--- config.mk ---
export PLATFORM = sky130hd
export DESIGN_NAME = dpram_port_arbiter
export DESIGN_NICKNAME = d
export VERILOG_FILES = /design/src/rtl/dpram_arb_pkg.sv /design/src/rtl/dpram_port_arbiter_rr_arb2.sv /design/src/rtl/dpram_port_arbiter.sv
export SDC_FILE = /design/constraint.sdc
export NUM_CORES = 1
export LEC_CHECK = 0
export CAP_MARGIN = 20
export CORE_AREA = 2 2 167 169
export CTS_CLUSTER_DIAMETER = 60
export CTS_CLUSTER_SIZE = 20
export DETAILED_ROUTE_END_ITERATION = 10
export DIE_AREA = 0 0 169 171
export PLACE_DENSITY_LB_ADDON = 0.12
export SLEW_MARGIN = 20
export SYNTH_ARGS = -nofsm -noshare
export SYNTH_HDL_FRONTEND = slang
export SYNTH_SLANG_ARGS = --single-unit
--- constraint.sdc ---
create_clock -name clk -period 2.95 [get_ports clk]
set_input_delay 0.59 -clock clk [delete_from_list [all_inputs] [get_ports clk]]
set_output_delay 0.59 -clock clk [all_outputs]
set_load 0.03 [all_outputs]
--- src/rtl/dpram_arb_pkg.sv ---
// Shared types for the dual-port RAM arbiter: requester id, read response tag
// and requester count.
package dpram_arb_pkg;

   localparam int NUM_REQ = 2;

   typedef logic req_id_t;

   typedef struct packed {
      logic    valid;
      req_id_t id;
   } rd_tag_t;

endpackage

--- src/rtl/dpram_port_arbiter_rr_arb2.sv ---
// Two-input round-robin arbiter. The last-grant pointer only moves on a grant
// cycle. Grants are combinational and held low while reset is asserted.
module rr_arb2
   import dpram_arb_pkg::*;
(
   input  logic       clk,
   input  logic       reset,
   input  logic [1:0] req,
   output logic [1:0] gnt,
   output req_id_t    gnt_id
);

   req_id_t last_id;

   always_comb begin
      gnt = 2'b00;
      if (reset) begin
         if (req[0] && req[1]) begin
            gnt = last_id ? 2'b01 : 2'b10;
         end else begin
            gnt = req;
         end
      end
      gnt_id = gnt[1];
   end

   // Reset to "requester 1 went last" so requester 0 wins the first contention.
   always_ff @(posedge clk) begin
      if (!reset) begin
         last_id <= 1'b1;
      end else if (|gnt) begin
         last_id <= gnt_id;
      end
   end

endmodule

--- src/rtl/dpram_port_arbiter.sv ---
// Shares one simple dual-port RAM between two requesters, with independent
// round-robin read and write arbiters. Optional DPRAM_ARB_RAW_BYPASS_EN returns
// new data for same-cycle read/write to the same address.
module dpram_port_arbiter
   import dpram_arb_pkg::*;
#(
   parameter int WIDTH = 32,
   parameter int DEPTH = 10,
   parameter int WORDS = 1024
) (
   input  logic             clk,
   input  logic             reset,
   output logic [31:0]      length,
   input  logic             r0_req,
   input  logic             r1_req,
   input  logic [31:0]      r0_addr,
   input  logic [31:0]      r1_addr,
   output logic             r0_gnt,
   output logic             r1_gnt,
   output logic             r0_rvalid,
   output logic             r1_rvalid,
   output logic [WIDTH-1:0] r0_rdata,
   output logic [WIDTH-1:0] r1_rdata,
   input  logic             w0_req,
   input  logic             w1_req,
   input  logic [31:0]      w0_addr,
   input  logic [31:0]      w1_addr,
   input  logic [WIDTH-1:0] w0_din,
   input  logic [WIDTH-1:0] w1_din,
   output logic             w0_gnt,
   output logic             w1_gnt,
   output logic [31:0]      ram_raddress,
   output logic [31:0]      ram_waddress,
   output logic [WIDTH-1:0] ram_din,
   output logic             ram_we,
   output logic             ram_oe,
   input  logic [WIDTH-1:0] ram_dout
);

   logic [NUM_REQ-1:0] rd_req, rd_gnt, wr_req, wr_gnt;
   req_id_t            rd_id, wr_id;
   rd_tag_t            tag;
   logic [WIDTH-1:0]   rd_word;

   assign length = 32'(WORDS);
   assign rd_req = {r1_req, r0_req};
   assign wr_req = {w1_req, w0_req};

   rr_arb2 u_rd_arb (.clk(clk), .reset(reset), .req(rd_req), .gnt(rd_gnt), .gnt_id(rd_id));
   rr_arb2 u_wr_arb (.clk(clk), .reset(reset), .req(wr_req), .gnt(wr_gnt), .gnt_id(wr_id));

   assign r0_gnt = rd_gnt[0];
   assign r1_gnt = rd_gnt[1];
   assign w0_gnt = wr_gnt[0];
   assign w1_gnt = wr_gnt[1];

   assign ram_oe       = |rd_gnt;
   assign ram_we       = |wr_gnt;
   assign ram_raddress = rd_gnt[1] ? r1_addr : r0_addr;
   assign ram_waddress = wr_gnt[1] ? w1_addr : w0_addr;
   assign ram_din      = wr_gnt[1] ? w1_din  : w0_din;

   always_ff @(posedge clk) begin
      if (!reset) begin
         tag <= '0;
      end else begin
         tag.valid <= |rd_gnt;
         tag.id    <= rd_id;
      end
   end

`ifdef DPRAM_ARB_RAW_BYPASS_EN
   logic             byp_hit;
   logic [WIDTH-1:0] byp_data;

   always_ff @(posedge clk) begin
      if (!reset) begin
         byp_hit  <= 1'b0;
         byp_data <= '0;
      end else begin
         byp_hit  <= ram_oe && ram_we &&
                     (ram_raddress[DEPTH-1:0] == ram_waddress[DEPTH-1:0]);
         byp_data <= ram_din;
      end
   end

   assign rd_word = byp_hit ? byp_data : ram_dout;
`else
   assign rd_word = ram_dout;
`endif

   // Gated by reset so a response pending when reset arrives is dropped.
   assign r0_rvalid = reset && tag.valid && (tag.id == 1'b0);
   assign r1_rvalid = reset && tag.valid && (tag.id == 1'b1);
   assign r0_rdata  = r0_rvalid ? rd_word : '0;
   assign r1_rdata  = r1_rvalid ? rd_word : '0;

endmodule

-- Word level (Yosys, flattened, before mapping)
Index checks and enable logic that the tools add are counted.
- flip-flop bits (word level): 4
- input bits: 230
- output and inout port bits: 200
- word-level logic and storage cells: 23
- muxes and demuxes: 11
- bitwise operators: 1
- reduce and logical (&&, ||, !) cells: 7
- operators with widths (operator ; count):
    $mux W32 ; 5
    $mux W2 ; 6
    $logic_and A1 B1 Y1 ; 5
    $reduce_or A2 Y1 ; 2
    $not A1 Y1 ; 1

-- Logic depth before layout (Yosys ltp)
- depth after elaboration: 4
- gate-level depth with buffers: 5
- mapped depth without buffers: 3

-- Cells and area by module
Synthesis repeated with hierarchy kept, for this count alone.
- cell total of the unflattened synthesis: 254
- area, all modules: 2547.4 um^2
- by module, submodules not included (module ; instances ; cells each ; area an instance (um^2) ; sequential area each (um^2)):
    dpram_port_arbiter ; 1 ; 234 ; 2409.8 ; 40.0
    rr_arb2 ; 2 ; 10 ; 68.8 ; 20.0

-- Least setup slack after synthesis
OpenSTA, ideal clock, no wires.
- kind: input to output
- from: input port reset
- to: output port r0_rdata[22]
- arrival: 1.558 ns
- data required time: 2.360 ns
- slack: 0.802 ns
- stages: 5
- path buffers: 2
- cells stage by stage: buf_4 nand2_1 nor2_1 buf_2 and2_1
- word-level cells in the longest chain between the ends: 3
- ends and longest elaborated chain (what ; RTL line ; text):
    start, declared ; dpram_port_arbiter.sv:12 ; input logic reset,
    $logic_and A1 B1 Y1 (2 in series) ; dpram_port_arbiter.sv:93 ; assign r0_rvalid = reset && tag.valid && (tag.id == 1'b0);
    via r0_rvalid ; dpram_port_arbiter.sv:20 ; output logic r0_rvalid,
    $mux W32 ; dpram_port_arbiter.sv:95 ; assign r0_rdata = r0_rvalid ? rd_word : '0;
    end, declared ; dpram_port_arbiter.sv:22 ; output logic [WIDTH-1:0] r0_rdata,
The timed path passes the listed nets, and every way through them passes these cells.

-- Worst setup path in the final report
- from: input port w1_req
- to: output port ram_din[16]
- word-level cells in the longest chain between the ends: 4
- ends and longest elaborated chain (what ; RTL line ; text):
    start, declared ; dpram_port_arbiter.sv:25 ; input logic w1_req,
    $logic_and A1 B1 Y1 ; dpram_port_arbiter_rr_arb2.sv:18 ; if (req[0] && req[1]) begin
    $mux W2 * ; dpram_port_arbiter_rr_arb2.sv:18 ;
    $mux W2 * ; dpram_port_arbiter_rr_arb2.sv:17 ; if (reset) begin
    $mux W32 * ; dpram_port_arbiter.sv:61 ; assign ram_din = wr_gnt[1] ? w1_din : w0_din;
    end, declared ; dpram_port_arbiter.sv:34 ; output logic [WIDTH-1:0] ram_din,
Every way passes the cells marked *; elsewhere a longest branch is shown, timed or not.

==> results <==
==> stage by stage <==
stage	hold slack [ns]	util [%]	worst slack [ns]
finish	0.5144	24.15	0.1037
global route	0.5579	24.15	0.01012
CTS	0.5167	24.12	0.03737
detailed placement	0.5063	23.67	-0.2008
global placement	0.5070	23.67	-0.1708
floorplan	0.4759	-	0.8019
==> tightest hold or removal path: stages (launching register included) <==
cell and delay, ns:
dfxtp_1 0.33, o21ai_0 0.09, nand2_1 0.06
==> kinds of logic (layout without fill, tap and decap cells) <==
group                  after synthesis  count (layout)  share of synthesized area (%)
flip-flops                           4               4                          3.340
AND/OR/NAND/NOR                     76              76                          19.57
AO/OA/AOI/OAI                        7               7                          1.774
multiplexers                        96              96                          57.31
other                                2              32                         0.3133
buffers and inverters               52             426                          17.69
==> cell usage in the layout (no fill, tap or decap) <==
cell type        synthesis  final
mux2_2                  18     18
dlygate4sd2_1            0     38
inv_1                    2      2
dfxtp_1                  4      4
a21oi_1                  2      2
bufbuf_16                0      1
and3_4                   2      2
and2_1                  64     64
and3_1                   1      1
nand2_1                  6      6
clkbuf_16                0      3
and3_2                   1      1
o21a_1                   3      3
clkdlybuf4s50_1          0    229
nand2_2                  1      1
buf_12                   3     15
o21ai_0                  2      2
mux2_4                  78     78
buf_4                   33    138
nor2_2                   0      1
conb_1                   2     32
==> final timing paths <==
| kind | end | depth (start not counted) |
|---|---|---|
| max | ram_din[16] | 7 |
| min | u_wr_arb.last_id | 2 |
| max reg2reg | tag[0] | 3 |
| min reg2reg | u_wr_arb.last_id | 2 |
==> metal layers <==
layer | GRT usage (%) | vias to the layer above | routed length [um]
met5 | 0 | - | 0
met2 | 17.27 | 225 | 7843
li1 | - | 1546 | -
met1 | 8.604 | 1413 | 4782
met4 | 1.189 | 0 | 88
met3 | 2.822 | 7 | 1483
==> layout make-up <==
cell class | count | area (um2)
inverter | 2 | 7.507
clock buffer | 3 | 75.07
sequential | 4 | 80.08
fill | 2952 | 20730
multi-input combinational | 211 | 2008
timing repair buffer | 421 | 3994
tap | 346 | 432.9
==> state kept, by name (all words and copies together) (netlist names) <==
register	count
u_wr_arb.last_id	1
tag	2
u_rd_arb.last_id	1
==> power breakdown <==
part	total [mW]	internal [mW]	switching, mW	leakage, nW
Sequential	0.0605	0.0582	0.00234	0.0333
Clock	0.215	0.173	0.0414	0.0370
Combinational	1.12	0.612	0.511	2.94
==> timing repair <==
action                                  in CTS  in global routing
pin swaps                                    1                  1
buffers inserted                             5                  1
gates cloned                                 1                  0
endpoints found under the setup margin      68                  7
resized for setup                           41                  0
==> flow_metrics.env <==
export IMPL_drc=0
export IMPL_critPathKind="in -> out"
export IMPL_min_delay_start="u_wr_arb.last_id"
export IMPL_cts_hold_buf=0
export IMPL_area_delta_synth_final_pct=175.2
export IMPL_critPathArrivalTime_ns=2.26
export IMPL_setup_tns_ns=0
export IMPL_final_antenna_net_count=0
export IMPL_ir_worst_vdd_uv=67.91
export IMPL_yosys_warnings=0
export IMPL_finalSetupViolations=0
export IMPL_overflow=0
export IMPL_dp_hpwl_um=12650
export IMPL_cp_top_family="buffers and inverters"
export IMPL_synth_seq_area_share_pct=3.340
export IMPL_dr_pass1_iters=3
export IMPL_slowest_stage="clkdlybuf4s50_1"
export IMPL_synthArstFlopShare_pct=0
export IMPL_max_freq_mhz=351.3
export IMPL_cts_made_buffers=3
export IMPL_status="finished clean"
export IMPL_netlist_area_leader_share_pct=48.85
export IMPL_hold_violations=0
export IMPL_htree_levels=1
export IMPL_syn_instance_count=237
export IMPL_finClkSkew_ns=0.001073
export IMPL_rrSetupSlack_ns=2.11
export IMPL_drive_gt1_share_pct=40.25
export IMPL_gp_congestion=0.7857
export IMPL_place_inst=977
export IMPL_syn_cell_area_mm2=0.002397
export IMPL_die_x_um=169
export IMPL_worst_setup_path_start_kind="primary input"
export IMPL_synth_area_leaders="mux2_4, and2_1, buf_4, mux2_2, dfxtp_1"
export IMPL_rows=61
export IMPL_wirelength_um=14200
export IMPL_grt_setup_unrepaired="no"
export IMPL_totalPowerFinal_mw=1.399
export IMPL_synth_common_cells="mux2_4, and2_1, buf_4"
export IMPL_io_pins=430
export IMPL_port_buffers=397
export IMPL_period_minus_slack_ns=2.846
export IMPL_rr_startpoint="u_rd_arb.last_id"
export IMPL_grt_max_degree=34
export IMPL_die_height_um=171
export IMPL_initial_utilization_pct=8.774
export IMPL_drtIter0Drc=42
export IMPL_p_per_area_mw_per_mm2=212.0
export IMPL_clkLatencyLatePin_ns=0.23
export IMPL_p_leak_nw=3.007
export IMPL_drv_slew=0
export IMPL_critPathRequiredTime_ns=2.36
export IMPL_cp_startpoint="w1_req"
export IMPL_num_nets_final=873
export IMPL_synth_most_common_cell="mux2_4"
export IMPL_fin_crit_sh_pct=96.49
export IMPL_synth_area_per_cell_um2=10.12
export IMPL_synth_ff_type="dfxtp_1"
export IMPL_dr_total_vias=3191
export IMPL_diodes=0
export IMPL_final_cells=987
export IMPL_crit_buf_inv=5
export IMPL_dieArea_mm2=0.02890
export IMPL_wl_per_cell_um=14.39
export IMPL_grt_pass1_wl_um=18860
export IMPL_worstPathCellList="clkdlybuf4s50_1 -> and3_4 -> buf_4 -> buf_12 -> bufbuf_16 -> mux2_4 -> buf_4"
export IMPL_final_area_mm2=0.006598
export IMPL_grtUsageTotal_pct=8.541
export IMPL_cts_tree="yes"
export IMPL_yosysTopAreaCell="mux2_4"
export IMPL_worst_setup_path_end_kind="output pin"
export IMPL_grt_pass1_vias=3165
export IMPL_via_per_inst=3.233
export IMPL_synth_edf_count=0
export IMPL_cp_common_cell="buf_4"
export IMPL_yosys_cell_types_count=20
export IMPL_hold_class="reg -> reg"
export IMPL_cts_sinks=4
export IMPL_clock_path_buffers=2
export IMPL_detailed_place_area_mm2=0.006467
export IMPL_core_mm2=0.02732
export IMPL_worstPathMaxFanout=8
export IMPL_slowest_delay_ns=0.48
export IMPL_cts_root_buf="clkbuf_16"
export IMPL_synth_seq_cells=4
export IMPL_antenna_found_initial=0
export IMPL_maxCapViolCount=0
export IMPL_clk_pin_slew_worst_paths_ns=0.03
Note: power is estimated with default switching activity, not from simulation.
